**src/rtl/bus_decoder_if.sv**
```systemverilog
// Requester-side handshake bundle for the bus decoder.
// master drives the request, slave answers with completion and data.
interface bus_decoder_if #(
   parameter int unsigned DATA_WIDTH = 32,
   parameter int unsigned ADDR_WIDTH = 32
);
   logic                  req_i;
   logic                  we_i;
   logic [ADDR_WIDTH-1:0] addr_i;
   logic [DATA_WIDTH-1:0] wdata_i;
   logic                  ready_o;
   logic                  err_o;
   logic [DATA_WIDTH-1:0] rdata_o;
   logic                  busy_o;

   modport master (
      output req_i, we_i, addr_i, wdata_i,
      input  ready_o, err_o, rdata_o, busy_o
   );

   modport slave (
      input  req_i, we_i, addr_i, wdata_i,
      output ready_o, err_o, rdata_o, busy_o
   );
endinterface

```
**src/rtl/bus_decoder.sv**
```systemverilog
// Address decoder with per-region wait states bridging one requester
// to four memory-mapped targets (RAM, UART, GPIO, ROM).
module bus_decoder #(
   parameter int unsigned DATA_WIDTH = 32,
   parameter int unsigned ADDR_WIDTH = 32,
   parameter logic [31:0] ROM_BASE   = 32'h0040_0000,
   parameter logic [31:0] RAM_BASE   = 32'h1001_0000,
   parameter logic [31:0] GPIO_BASE  = 32'h1001_1024,
   parameter logic [31:0] UART_BASE  = 32'h1001_102C,
   parameter logic [31:0] UART_TOP   = 32'h1001_1040,
   parameter int unsigned WS_ROM     = 0,
   parameter int unsigned WS_RAM     = 1,
   parameter int unsigned WS_GPIO    = 0,
   parameter int unsigned WS_UART    = 3
) (
   input  logic                    clk,
   input  logic                    reset,
   bus_decoder_if.slave            bus,
   output logic [3:0]              tgt_en_o,
   output logic                    tgt_we_o,
   output logic [ADDR_WIDTH-1:0]   tgt_addr_o,
   output logic [DATA_WIDTH-1:0]   tgt_wdata_o,
   output logic [1:0]              sel_o,
   input  logic [4*DATA_WIDTH-1:0] tgt_rdata_i
);
   localparam logic [ADDR_WIDTH-1:0] ROM_B  = ADDR_WIDTH'(ROM_BASE);
   localparam logic [ADDR_WIDTH-1:0] RAM_B  = ADDR_WIDTH'(RAM_BASE);
   localparam logic [ADDR_WIDTH-1:0] GPIO_B = ADDR_WIDTH'(GPIO_BASE);
   localparam logic [ADDR_WIDTH-1:0] UART_B = ADDR_WIDTH'(UART_BASE);
   localparam logic [ADDR_WIDTH-1:0] TOP_B  = ADDR_WIDTH'(UART_TOP);
   localparam logic [3:0] W_ROM  = 4'(WS_ROM);
   localparam logic [3:0] W_RAM  = 4'(WS_RAM);
   localparam logic [3:0] W_GPIO = 4'(WS_GPIO);
   localparam logic [3:0] W_UART = 4'(WS_UART);

   typedef enum logic [1:0] {IDLE, ACCESS, DONE} state_t;

   state_t                state, state_n;
   logic [3:0]            cnt;
   logic                  we;
   logic                  err;
   logic [1:0]            sel;
   logic [ADDR_WIDTH-1:0] offset;
   logic [DATA_WIDTH-1:0] wdata;
   logic [DATA_WIDTH-1:0] rdata;
   logic [DATA_WIDTH-1:0] rd_slice;

   logic                  dec_hit;
   logic                  dec_err;
   logic [1:0]            dec_sel;
   logic [ADDR_WIDTH-1:0] dec_base;
   logic [3:0]            dec_ws;
   logic [ADDR_WIDTH-1:0] a;

   assign a = bus.addr_i;

   // Regions are disjoint, so at most one arm can match
   always_comb begin
      dec_hit  = 1'b1;
      dec_sel  = 2'd0;
      dec_base = '0;
      dec_ws   = '0;
      unique case (1'b1)
         (a >= UART_B && a < TOP_B): begin
            dec_sel  = 2'd1;
            dec_base = UART_B;
            dec_ws   = W_UART;
         end
         (a >= GPIO_B && a < UART_B): begin
            dec_sel  = 2'd2;
            dec_base = GPIO_B;
            dec_ws   = W_GPIO;
         end
         (a >= RAM_B && a < GPIO_B): begin
            dec_sel  = 2'd0;
            dec_base = RAM_B;
            dec_ws   = W_RAM;
         end
         (a >= ROM_B && a < RAM_B): begin
            dec_sel  = 2'd3;
            dec_base = ROM_B;
            dec_ws   = W_ROM;
         end
         default: dec_hit = 1'b0;
      endcase
   end

   assign dec_err = !dec_hit || (a[1:0] != 2'b00) ||
                    (bus.we_i && dec_sel == 2'd3);

   always_comb begin
      rd_slice = '0;
      for (int k = 0; k < 4; k++)
         if (sel == 2'(k))
            rd_slice = tgt_rdata_i[k*DATA_WIDTH +: DATA_WIDTH];
   end

   always_comb begin
      state_n = state;
      unique case (state)
         IDLE:    if (bus.req_i) state_n = dec_err ? DONE : ACCESS;
         ACCESS:  if (cnt == 4'd0) state_n = DONE;
         DONE:    state_n = IDLE;
         default: state_n = IDLE;
      endcase
   end

   always_ff @(posedge clk or negedge reset) begin
      if (!reset) begin
         state  <= IDLE;
         cnt    <= '0;
         we     <= 1'b0;
         err    <= 1'b0;
         sel    <= '0;
         offset <= '0;
         wdata  <= '0;
         rdata  <= '0;
      end else begin
         state <= state_n;
         unique case (state)
            IDLE: if (bus.req_i) begin
               err <= dec_err;
               if (dec_err) begin
                  rdata <= '0;
               end else begin
                  sel    <= dec_sel;
                  we     <= bus.we_i;
                  offset <= a - dec_base;
                  wdata  <= bus.wdata_i;
                  cnt    <= dec_ws;
               end
            end
            ACCESS: begin
               if (cnt != 4'd0) cnt <= cnt - 4'd1;
               else rdata <= we ? '0 : rd_slice;
            end
            default: ;
         endcase
      end
   end

   assign tgt_en_o    = (state == ACCESS) ? (4'b0001 << sel) : 4'b0000;
   assign tgt_we_o    = (state == ACCESS) && we && (cnt == 4'd0);
   assign tgt_addr_o  = offset;
   assign tgt_wdata_o = wdata;
   assign sel_o       = sel;
   assign bus.ready_o = (state == DONE);
   assign bus.err_o   = (state == DONE) && err;
   assign bus.busy_o  = (state != IDLE);
   assign bus.rdata_o = rdata;
endmodule

```
**src/flat_wrapper.sv**
```systemverilog
// flat-port wrapper written by rule: the top's interface ports become plain ports
module bus_decoder_flat 
#(
   parameter int unsigned DATA_WIDTH = 32,
   parameter int unsigned ADDR_WIDTH = 32,
   parameter logic [31:0] ROM_BASE   = 32'h0040_0000,
   parameter logic [31:0] RAM_BASE   = 32'h1001_0000,
   parameter logic [31:0] GPIO_BASE  = 32'h1001_1024,
   parameter logic [31:0] UART_BASE  = 32'h1001_102C,
   parameter logic [31:0] UART_TOP   = 32'h1001_1040,
   parameter int unsigned WS_ROM     = 0,
   parameter int unsigned WS_RAM     = 1,
   parameter int unsigned WS_GPIO    = 0,
   parameter int unsigned WS_UART    = 3
)
  (clk, reset, tgt_en_o, tgt_we_o, tgt_addr_o, tgt_wdata_o, sel_o, tgt_rdata_i, bus_req_i, bus_we_i, bus_addr_i, bus_wdata_i, bus_ready_o, bus_err_o, bus_rdata_o, bus_busy_o);
  bus_decoder_if #(.DATA_WIDTH(DATA_WIDTH), .ADDR_WIDTH(ADDR_WIDTH)) bus_i ();
  input  logic clk;
  input  logic reset;
  output logic [3:0] tgt_en_o;
  output logic tgt_we_o;
  output logic [ADDR_WIDTH-1:0] tgt_addr_o;
  output logic [DATA_WIDTH-1:0] tgt_wdata_o;
  output logic [1:0] sel_o;
  input  logic [4*DATA_WIDTH-1:0] tgt_rdata_i;
  input wire logic [$bits(bus_i.req_i)-1:0] bus_req_i;
  input wire logic [$bits(bus_i.we_i)-1:0] bus_we_i;
  input wire logic [$bits(bus_i.addr_i)-1:0] bus_addr_i;
  input wire logic [$bits(bus_i.wdata_i)-1:0] bus_wdata_i;
  output wire logic [$bits(bus_i.ready_o)-1:0] bus_ready_o;
  output wire logic [$bits(bus_i.err_o)-1:0] bus_err_o;
  output wire logic [$bits(bus_i.rdata_o)-1:0] bus_rdata_o;
  output wire logic [$bits(bus_i.busy_o)-1:0] bus_busy_o;
  assign bus_i.req_i = bus_req_i;
  assign bus_i.we_i = bus_we_i;
  assign bus_i.addr_i = bus_addr_i;
  assign bus_i.wdata_i = bus_wdata_i;
  assign bus_ready_o = bus_i.ready_o;
  assign bus_err_o = bus_i.err_o;
  assign bus_rdata_o = bus_i.rdata_o;
  assign bus_busy_o = bus_i.busy_o;
  bus_decoder #(.DATA_WIDTH(DATA_WIDTH), .ADDR_WIDTH(ADDR_WIDTH), .ROM_BASE(ROM_BASE), .RAM_BASE(RAM_BASE), .GPIO_BASE(GPIO_BASE), .UART_BASE(UART_BASE), .UART_TOP(UART_TOP), .WS_ROM(WS_ROM), .WS_RAM(WS_RAM), .WS_GPIO(WS_GPIO), .WS_UART(WS_UART)) u_core (.clk(clk), .reset(reset), .bus(bus_i), .tgt_en_o(tgt_en_o), .tgt_we_o(tgt_we_o), .tgt_addr_o(tgt_addr_o), .tgt_wdata_o(tgt_wdata_o), .sel_o(sel_o), .tgt_rdata_i(tgt_rdata_i));
endmodule
```
**config.mk**
```make
export PLATFORM = sky130hd
export DESIGN_NAME = bus_decoder_flat
export DESIGN_NICKNAME = d
export VERILOG_FILES = /design/src/rtl/bus_decoder_if.sv /design/src/rtl/bus_decoder.sv /design/src/flat_wrapper.sv
export SDC_FILE = /design/constraint.sdc
export NUM_CORES = 1
export LEC_CHECK = 0
export CAP_MARGIN = 20
export CORE_ASPECT_RATIO = 1.2
export CORE_MARGIN = 1.5
export CORE_UTILIZATION = 40
export CTS_CLUSTER_SIZE = 10
export DETAILED_ROUTE_END_ITERATION = 10
export GPL_ROUTABILITY_DRIVEN = 0
export PLACE_DENSITY = 0.82
export SETUP_SLACK_MARGIN = 0.4
export SLEW_MARGIN = 20
export SYNTH_ARGS = -nofsm -noshare
export SYNTH_HDL_FRONTEND = slang
export SYNTH_SLANG_ARGS = --single-unit
```
**constraint.sdc**
```tcl
create_clock -name clk -period 2.4 [get_ports clk]
set_input_delay 0.48 -clock clk [delete_from_list [all_inputs] [get_ports clk]]
set_output_delay 0.48 -clock clk [all_outputs]
set_load 0.01 [all_outputs]
```
# Word level (Yosys, flattened, before mapping)
# Cells that the tools add are included.
dict set report totals {
  input_bits 196
  latchBits 0
  ff_bits 106
  ramBits 0
  mem_bits_ro 0
  mem_count 0
}
dict set report classes {
  reduce_logical 24
  multipliers 0
  n_bitwise 1
  order_cmp 8
  n_div 0
  muxes 22
  n_addsub 2
  eq_ne 12
  shift 1
}
# cell count
set ops {}
lappend ops {{$mux W32} 8}
lappend ops {{$lt A32 B29 Y1 const B} 4}
lappend ops {{$pmux W29 S4} 1}
lappend ops {{$ge A32 B29 Y1 const B} 3}
lappend ops {{$pmux W32 S2} 1}
lappend ops {{$ge A32 B23 Y1 const B} 1}
lappend ops {{$sub A32 B29 Y32} 1}
lappend ops {{$mux W4} 4}
lappend ops {{$eq A2 B2 Y1 const B} 4}
lappend ops {{$logic_and A1 B1 Y1} 8}
lappend ops {{$pmux W2 S2} 2}
lappend ops {{$pmux W4 S2} 1}
lappend ops {{$reduce_and A4 Y1} 2}
lappend ops {{$mux W2} 3}
lappend ops {{$ne A2 B1 Y1 const B} 3}
lappend ops {{$ne A2 B2 Y1 const B} 3}
lappend ops {{$pmux W2 S3} 1}
lappend ops {{$reduce_bool A2 Y1} 3}
lappend ops {{$eq A2 B1 Y1 const B} 2}
lappend ops {{$logic_not A2 Y1} 2}
lappend ops {{$logic_not A4 Y1} 1}
lappend ops {{$reduce_and A2 Y1} 2}
lappend ops {{$reduce_bool A4 Y1} 1}
lappend ops {{$reduce_or A4 Y1} 1}
lappend ops {{7 further kinds} 8}

# Logic depth before layout (Yosys ltp)
# Gate-level depths: netlist of the first run.
dict set report depth {
  depth_word 10
  depth_mapped 16
  depth_no_buf 16
}

# Least setup slack after synthesis of the first run
# Ideal clock, no wire load.
dict set report synth_timing {
  kind {input to register}
  start {in bus_addr_i[10]}
  end {reg u_core.offset[26], in the netlist u_core.tgt_addr_o[26]}
  setup_slack_ns -2.138
  path_buffers 0
  required_ns 2.318
  path_stages 16
  arrival_time_ns 4.456
  cell_sequence {or4_1 -> o31a_1 -> nor4_2 -> inv_1 -> or3_1 -> and2_1 -> inv_1 -> ha_1 -> inv_1 -> fa_1 -> o21a_1 -> o31ai_1 -> a21boi_1 -> o21a_1 -> or3_1 -> a31oi_1}
}
dict set report synth_via {
  elab_chain_cells 9
  word_cells_on_any_way 24
}
# item line
set synth_rtl {}
lappend synth_rtl {{start: declaration} flat_wrapper.sv:28} ;# input wire logic [$bits(bus_i.addr_i)-1:0] bus_addr_i;
lappend synth_rtl {{branches (longest 9 deep; another with $ge A32 B23 Y1)} n/a}
lappend synth_rtl {{end signal: assignment} bus_decoder.sv:128} ;# offset <= a - dec_base;
lappend synth_rtl {{end: declaration} bus_decoder.sv:43} ;# logic [ADDR_WIDTH-1:0] offset;
# Several ways; the timed one is not identified.
# A chain may end at the register's enable or synchronous reset.

# Worst setup path after layout of the first run
dict set report layout_timing {
  start {in bus_addr_i[13]}
  end {reg u_core.offset[27], in the netlist u_core.tgt_addr_o[27]}
}
# The elaborated chain is that of the path after synthesis.

==> results of run 1 <==
## sequential cells by signal, summed over array words and instances, names as in the netlist
| name | cells |
|---|---|
| u_core.bus.rdata_o | 32 |
| u_core.cnt | 4 |
| u_core.err | 1 |
| u_core.sel_o | 2 |
| u_core.state | 2 |
| u_core.tgt_addr_o | 32 |
| u_core.tgt_wdata_o | 32 |
| u_core.we | 1 |
## layout make-up
type	count	area (µm²)
Antenna cell	1	2.50
Clock buffer	9	225
Clock inverter	7	92.6
Fill cell	655	2060
Inverter	13	53.8
Multi-Input combinational cell	402	3700
Sequential cell	106	2660
Tap cell	171	214
Timing Repair Buffer	470	4820
## metal layers
metal	GRT usage (%)	up-vias
met4	20.0	0
met2	56.4	554
met5	0	-
met1	33.4	3405
met3	7.92	198
li1	-	2882
## path summary, 6_finish.rpt
check	start	to	cells past startpoint	slack, ns
min in group clk	bus_addr_i[11]	u_core.tgt_addr_o[11]$_DFFE_PN0P_	3	0.45
max reg2reg	u_core.cnt[1]$_DFFE_PN0P_	u_core.cnt[0]$_DFFE_PN0P_	9	-0.07
min	reset	u_core.tgt_wdata_o[14]$_DFFE_PN0P_	1	0.03
min reg2reg	u_core.tgt_wdata_o[25]$_DFFE_PN0P_	u_core.tgt_wdata_o[25]$_DFFE_PN0P_	2	0.49
max	bus_addr_i[13]	u_core.tgt_addr_o[27]$_DFFE_PN0P_	18	-1.84
max in group asynchronous	reset	u_core.state[0]$_DFFE_PN0P_	2	1.76
## where the power goes
group	internal (µW)	switching [µW]	leakage (µW)
clock network	918	739	0.000160
logic	910	661	0.00364
registers	1890	99.4	0.00145
total	3720	1500	0.00525
## cells by family after synthesis
| group | count (synthesis) | synth area share (%) |
|---|---|---|
| AND/OR/NAND/NOR | 230 | 17.9 |
| AO/OA/AOI/OAI | 112 | 13.8 |
| flip-flops | 106 | 46.7 |
| buffers and inverters | 44 | 3.74 |
| multiplexers | 34 | 13.1 |
| XOR/XNOR | 16 | 2.47 |
| adder cells (fa/ha/maj) | 10 | 2.33 |
## layout by cell type, fill, tap and decap left out, types with 10 or more instances in the layout
master | synthesis | routed
buf_6 | 4 | 52
dfrtp_1 | 106 | 103
clkdlybuf4s50_1 | 0 | 274
buf_4 | 1 | 95
nand2_1 | 131 | 68
nand2_4 | 0 | 21
a22o_1 | 33 | 33
nor2_1 | 36 | 27
clkbuf_16 | 0 | 16
buf_12 | 0 | 11
nand2_2 | 0 | 42
o21ai_1 | 16 | 18
a21oi_1 | 18 | 11
mux4_2 | 32 | 32
dlygate4sd2_1 | 0 | 10
## worst max-delay path, delay by kind of cell
| kind | cells | cell delay, ns |
|---|---|---|
| compound gates | 3 | 0.62 |
| buf+inv | 8 | 1.23 |
| simple gates | 6 | 1.99 |
| fa+ha+maj | 1 | 0.16 |
## through the flow
step	hold slack (ns)	worst slack, ns	util (%)	power, µW
3_3_place_gp	0.385	-2.21	69.8	3210
2_1_floorplan	0.184	-1.87	-	2460
3_5_place_dp	0.397	-2.31	69.8	3250
6_report	0.0258	-1.84	85.1	5220
4_1_cts	0.0273	-1.53	75.9	4940
5_1_grt	0.0404	-1.87	85.1	5380
## what timing repair did
action	CTS	global route
gates resized for setup	117	197
gates cloned	3	9
endpoints found under the setup margin	116	110
pin swaps	38	129
buffers inserted	23	40
==> impl_metrics.csv, run 1 <==
group,metric,value,unit
power_and_ir_drop,p_per_area,443,mW/mm²
timing,slew_viol_final,0,
layout,design_area,0.0118,mm²
cts,insertion_delay,0.35,ns
route,wl_met3,2.45,mm
layout,drive_gt1_share,38.2,%
route,remaining_drc_errors,0,
route,wl_per_cell,25.4,µm
worst_setup_path,critical_path_class,"in2reg",
route,first_pass_iters,5,
global_route,grt_max_degree,50,
route,drt_iter0_drc,583,
timing,setup_violations,104,
timing,clock.fmax,0.236,GHz
layout,finalNonFillerCells,1179,
global_route,antenna_found_initial,1,
global_route,grt_pass1_vias,6885,
global_route,grt_usage,31.7,%
global_route,grt_pass1_wl,36.7,mm
place,hpwl,17.3,mm
worst_setup_path,critPathArrivalTime,4.50,ns
timing,final.period_utilization,177,%
synthesis,ys_warn_count,0,
floorplan,initial_core_util,41.1,%
power_and_ir_drop,ir_drop,0.530,mV
synthesis,syn_avg_cell_area,10.3,µm²
worst_setup_path,crit_required,2.66,ns
hold_path,hp-class,"in2async",
route,wl_met1,9.71,mm
floorplan,core-area,0.0138,mm²
route,highest_layer,"met4",
synthesis,synth_cells,552,
timing,tightest_slew,0.544,ns
worst_setup_path,crit_path_frequent_cell,"buf_6",
worst_setup_path,critPathCaptureType,"flip-flop",
place,dp_cells,1087,
worst_setup_path,cp-start-kind,"primary input",
timing,skew,0.0127,ns
synthesis,synth_edf_count,0,
cts,cts_hold_buf,0,
route,final_antenna_net_count,0,
timing,slew-limit-headroom,63.4,%
outcome,outcome,"complete, but fails checks",
outcome,violations,"setup timing",
synthesis,synth.top_cell.area_share,46.7,%
power_and_ir_drop,p_leak,0.00525,µW
flow_run,maxCapViolCount,0,
synthesis,yosysSeqAreaShare,46.7,%
synthesis,yosysMostFrequentCell,"nand2_1",
synthesis,syn_nets,758,
timing,rsz0062_at_grt,"yes",
layout,nNetsFinal,1208,
place,io_buffers,301,
floorplan,rows,47,
floorplan,die_w,112,µm
place,placed_cell_area,0.00964,mm²
route,vias,7039,
cts,cts_tree,"done",
floorplan,die-area,0.0149,mm²
worst_setup_path,critPathMaxFanout,4,
synthesis,ys_types,51,
synthesis,yosys-top-cells-count,"nand2_1 (131), dfrtp_1 (106), nor2_1 (36)",
synthesis,yosys_most_used_dff,"dfrtp_1",
timing,final_hold_viol_count,0,
floorplan,die_h,134,µm
synthesis,ys_ff_latch,106,
cts,numCtsBuffers,9,
cts,ctsRootBufferMaster,"clkbuf_16",
cts,cts_sinks,106,
cts,path_clk_slew,0.08,ns
synthesis,netlist.top_cell.by_area,"dfrtp_1",
worst_setup_path,slowest_delay,0.45,ns
worst_setup_path,cp_slowest_cell,"clkdlybuf4s50_1",
cts,clockBufferDepth,2,
cts,htree_levels,3,
timing,tns,-89.98,ns
global_route,grt-ovfl-total,0,
route,dr_wl_met2,15.2,mm
synthesis,async_reset_ff_share,100,%
synthesis,synth_area_leaders,"dfrtp_1 (47%), mux4_2 (13%), nand2_1 (8.7%)",
timing,layout_setup_ws,-1.84,ns
floorplan,ios,302,
synthesis,syn-cell-area,0.00568,mm²
worst_setup_path,crit_chain,"clkdlybuf4s50_1 -> nor3_2 -> nand4_1 -> nor4_4 -> inv_2 -> buf_6 -> buf_6 -> buf_6 -> buf_6 -> buf_6 -> buf_6 -> ha_4 -> or4_4 -> or3_4 -> nor3_4 -> a21o_1 -> a31oi_1 -> a21oi_1",
timing,min_period,4.24,ns
route,drt_wl_total,29.9,mm
layout,syn_to_final_growth,107,%
route,routed_via_density,5.97,
No activity file was read; power rests on OpenSTA's default activity.
==> run 2, diff against run 1 <==
--- a/config.mk
+++ b/config.mk
@@ -14,7 +14,6 @@
 export GPL_ROUTABILITY_DRIVEN = 0
 export PLACE_DENSITY = 0.82
 export SETUP_SLACK_MARGIN = 0.4
-export SLEW_MARGIN = 20
 export SYNTH_ARGS = -nofsm -noshare
 export SYNTH_HDL_FRONTEND = slang
 export SYNTH_SLANG_ARGS = --single-unit
==> results of run 2 <==
Final layout, timing and power as in run 1 (identical DEF).
==> run 3, diff against run 2 <==
==> constraint.sdc (replaced) <==
create_clock -name clk -period 2.4 [get_ports clk]
set_input_delay 0.48 -clock clk [delete_from_list [all_inputs] [get_ports clk]]
set_output_delay 0.48 -clock clk [all_outputs]
set_load 0.005 [all_outputs]
==> run 3 against run 2 <==
  * The flow still finishes with violations (setup timing)
  * Setup slack got worse by 0.076 ns
  * Flip-flop and latch count unchanged
  * First-iteration DRC count grew 0.51%
  * Sequential power about the same
  * Clock power shrank 13%
  * Largest cell class unchanged
==> impl_metrics.csv, run 3 (synthesis gave the netlist of run 1 again) <==
group,metric,value,unit
timing,clock.fmax,0.232,GHz
place,hpwl,17.9,mm
timing,slew-limit-headroom,53.7,%
cts,ctsRootBufferMaster,"clkbuf_16",
outcome,violations,"setup timing",
global_route,antenna_found_initial,6,
timing,final_hold_viol_count,0,
floorplan,core-area,0.0138,mm²
worst_setup_path,critPathArrivalTime,4.54,ns
route,routed_via_density,5.93,
route,remaining_drc_errors,0,
worst_setup_path,critPathCaptureType,"flip-flop",
layout,seq_area,0.00266,mm²
worst_setup_path,reg2reg_depth,8,
layout,final_common_cell,"clkdlybuf4s50_1",
global_route,grt_max_degree,43,
timing,min_period,4.32,ns
power_and_ir_drop,p_per_area,428,mW/mm²
timing,rsz0062_at_grt,"yes",
floorplan,die_w,112,µm
route,drt_iter0_drc,586,
global_route,grt_pass1_vias,6758,
cts,htree_levels,3,
worst_setup_path,crit_chain,"clkdlybuf4s50_1 -> nor3_2 -> nand4_1 -> nor4_4 -> buf_4 -> buf_6 -> buf_6 -> buf_6 -> nand2_2 -> and2_4 -> inv_4 -> ha_4 -> inv_2 -> fa_2 -> o21a_4 -> o31ai_4 -> a21boi_2 -> o21a_1 -> buf_4 -> o21ai_0 -> a31oi_1",
cts,insertion_delay,0.36,ns
floorplan,die_h,134,µm
global_route,grt_usage,32.1,%
route,wl_per_cell,25.1,µm
layout,nNetsFinal,1200,
power_and_ir_drop,p_leak,0.00515,µW
floorplan,ios,302,
worst_setup_path,cp-start-kind,"primary input",
cts,cts_sinks,106,
route,vias,6969,
worst_setup_path,cp_slowest_cell,"clkdlybuf4s50_1",
floorplan,die-area,0.0149,mm²
layout,syn_to_final_growth,103,%
worst_setup_path,crit_buf_inv,8,
layout,drive_gt1_share,37.5,%
power_and_ir_drop,p_total,4930,µW
global_route,grt_pass1_wl,36.9,mm
route,drt_wl_total,29.5,mm
worst_setup_path,critPathMaxFanout,4,
worst_setup_path,crit_required,2.63,ns
place,placed_cell_area,0.00965,mm²
layout,fillCellCount,697,
cts,numCtsBuffers,9,
cts,path_clk_slew,0.08,ns
cts,cts_tree,"done",
timing,slew_viol_final,0,
worst_setup_path,r2r_end,"u_core.cnt[0]$_DFFE_PN0P_",
timing,final.period_utilization,180,%
global_route,grt-ovfl-total,0,
worst_setup_path,reg2reg_from,"u_core.cnt[0]$_DFFE_PN0P_",
cts,clockBufferDepth,2,
worst_setup_path,worst_path_dominant_cell_family,"compound AO/OA/AOI/OAI gates",
cts,cts_hold_buf,0,
layout,design_area,0.0115,mm²
timing,tightest_slew,0.692,ns
timing,whs,0.0758,ns
outcome,outcome,"complete, but fails checks",
layout,multi_input_area,0.00366,mm²
timing,layout_setup_ws,-1.92,ns
timing,skew,0.00630,ns
worst_setup_path,crit_path_frequent_cell,"buf_6",
place,io_buffers,301,
worst_setup_path,critical_path_class,"in2reg",
timing,setup_violations,105,
route,first_pass_iters,6,
worst_setup_path,slowest_delay,0.44,ns
route,final_antenna_net_count,0,
floorplan,rows,47,
worst_setup_path,regToRegSetupSlack,0.14,ns
power_and_ir_drop,ir_drop,0.338,mV
hold_path,hp-class,"in2async",
flow_run,maxCapViolCount,0,
layout,most-common-layout-cells,"clkdlybuf4s50_1 (276), buf_4 (109), dfrtp_1 (102)",
floorplan,initial_core_util,41.1,%
[run 3: what timing repair did]
action | 4_1_cts | 5_1_grt
resized for setup | 105 | 176
setup endpoints to repair | 116 | 115
buffers inserted | 16 | 34
cloned | 4 | 8
pin swaps | 44 | 107
[run 3: power breakdown]
group          leakage [µW]  total [µW]  switching (µW)  internal, µW
logic               0.00357        1480             602           883
registers           0.00145        1990             102          1890
clock network      0.000130        1450             734           713
[run 3: worst reg2reg max path: stages, from the launching register on]
cell       delay (ns)
dfrtp_1          0.38
inv_2            0.07
ha_4             0.16
nor3b_4          0.16
a2111oi_1        0.68
o21ai_4          0.17
buf_6            0.18
a211oi_2         0.25
a211o_1          0.15
[run 3: worst max-delay path by stage]
stage	start	endpoint	cells past startpoint
after floorplan	bus_addr_i[10]	u_core.tgt_addr_o[26]$_DFFE_PN0P_	16
after global placement	bus_addr_i[10]	u_core.tgt_addr_o[26]$_DFFE_PN0P_	17
after detailed placement	bus_addr_i[10]	u_core.tgt_addr_o[26]$_DFFE_PN0P_	17
after CTS	bus_addr_i[9]	u_core.tgt_addr_o[26]$_DFFE_PN0P_	17
after global routing	bus_addr_i[13]	u_core.tgt_addr_o[26]$_DFFE_PN0P_	21
final	bus_addr_i[13]	u_core.tgt_addr_o[26]$_DFFE_PN0P_	21
[run 3: area by class of cell]
type / instances / area share [%]
Inverter: 13 / 0.445
Tap cell: 171 / 1.86
Clock buffer: 9 / 1.96
Timing Repair Buffer: 461 / 40.3
Sequential cell: 106 / 23.1
Antenna cell: 6 / 0.130
Clock inverter: 7 / 0.456
Multi-Input combinational cell: 403 / 31.8
[run 3: routing by layer]
layer / global-route usage (%) / share of wire, %
met5: 0 / 0.051
met4: 12.9 / 6.9
met3: 9.42 / 9.0
met2: 58.1 / 51
met1: 35.1 / 34
[run 3: stage by stage]
| stage | utilization [%] | instances | TNS (ns) | setup slack [ns] |
|---|---|---|---|---|
| after floorplan | - | 552 | -52.19 | -1.87 |
| after global placement | 69.9 | 1092 | -111.52 | -2.16 |
| after detailed placement | 69.9 | 1092 | -120.59 | -2.32 |
| after CTS | 75.6 | 1128 | -53.45 | -1.54 |
| after global routing | 83.3 | 1171 | -75.80 | -1.86 |
| final | 83.4 | 1176 | -75.02 | -1.92 |
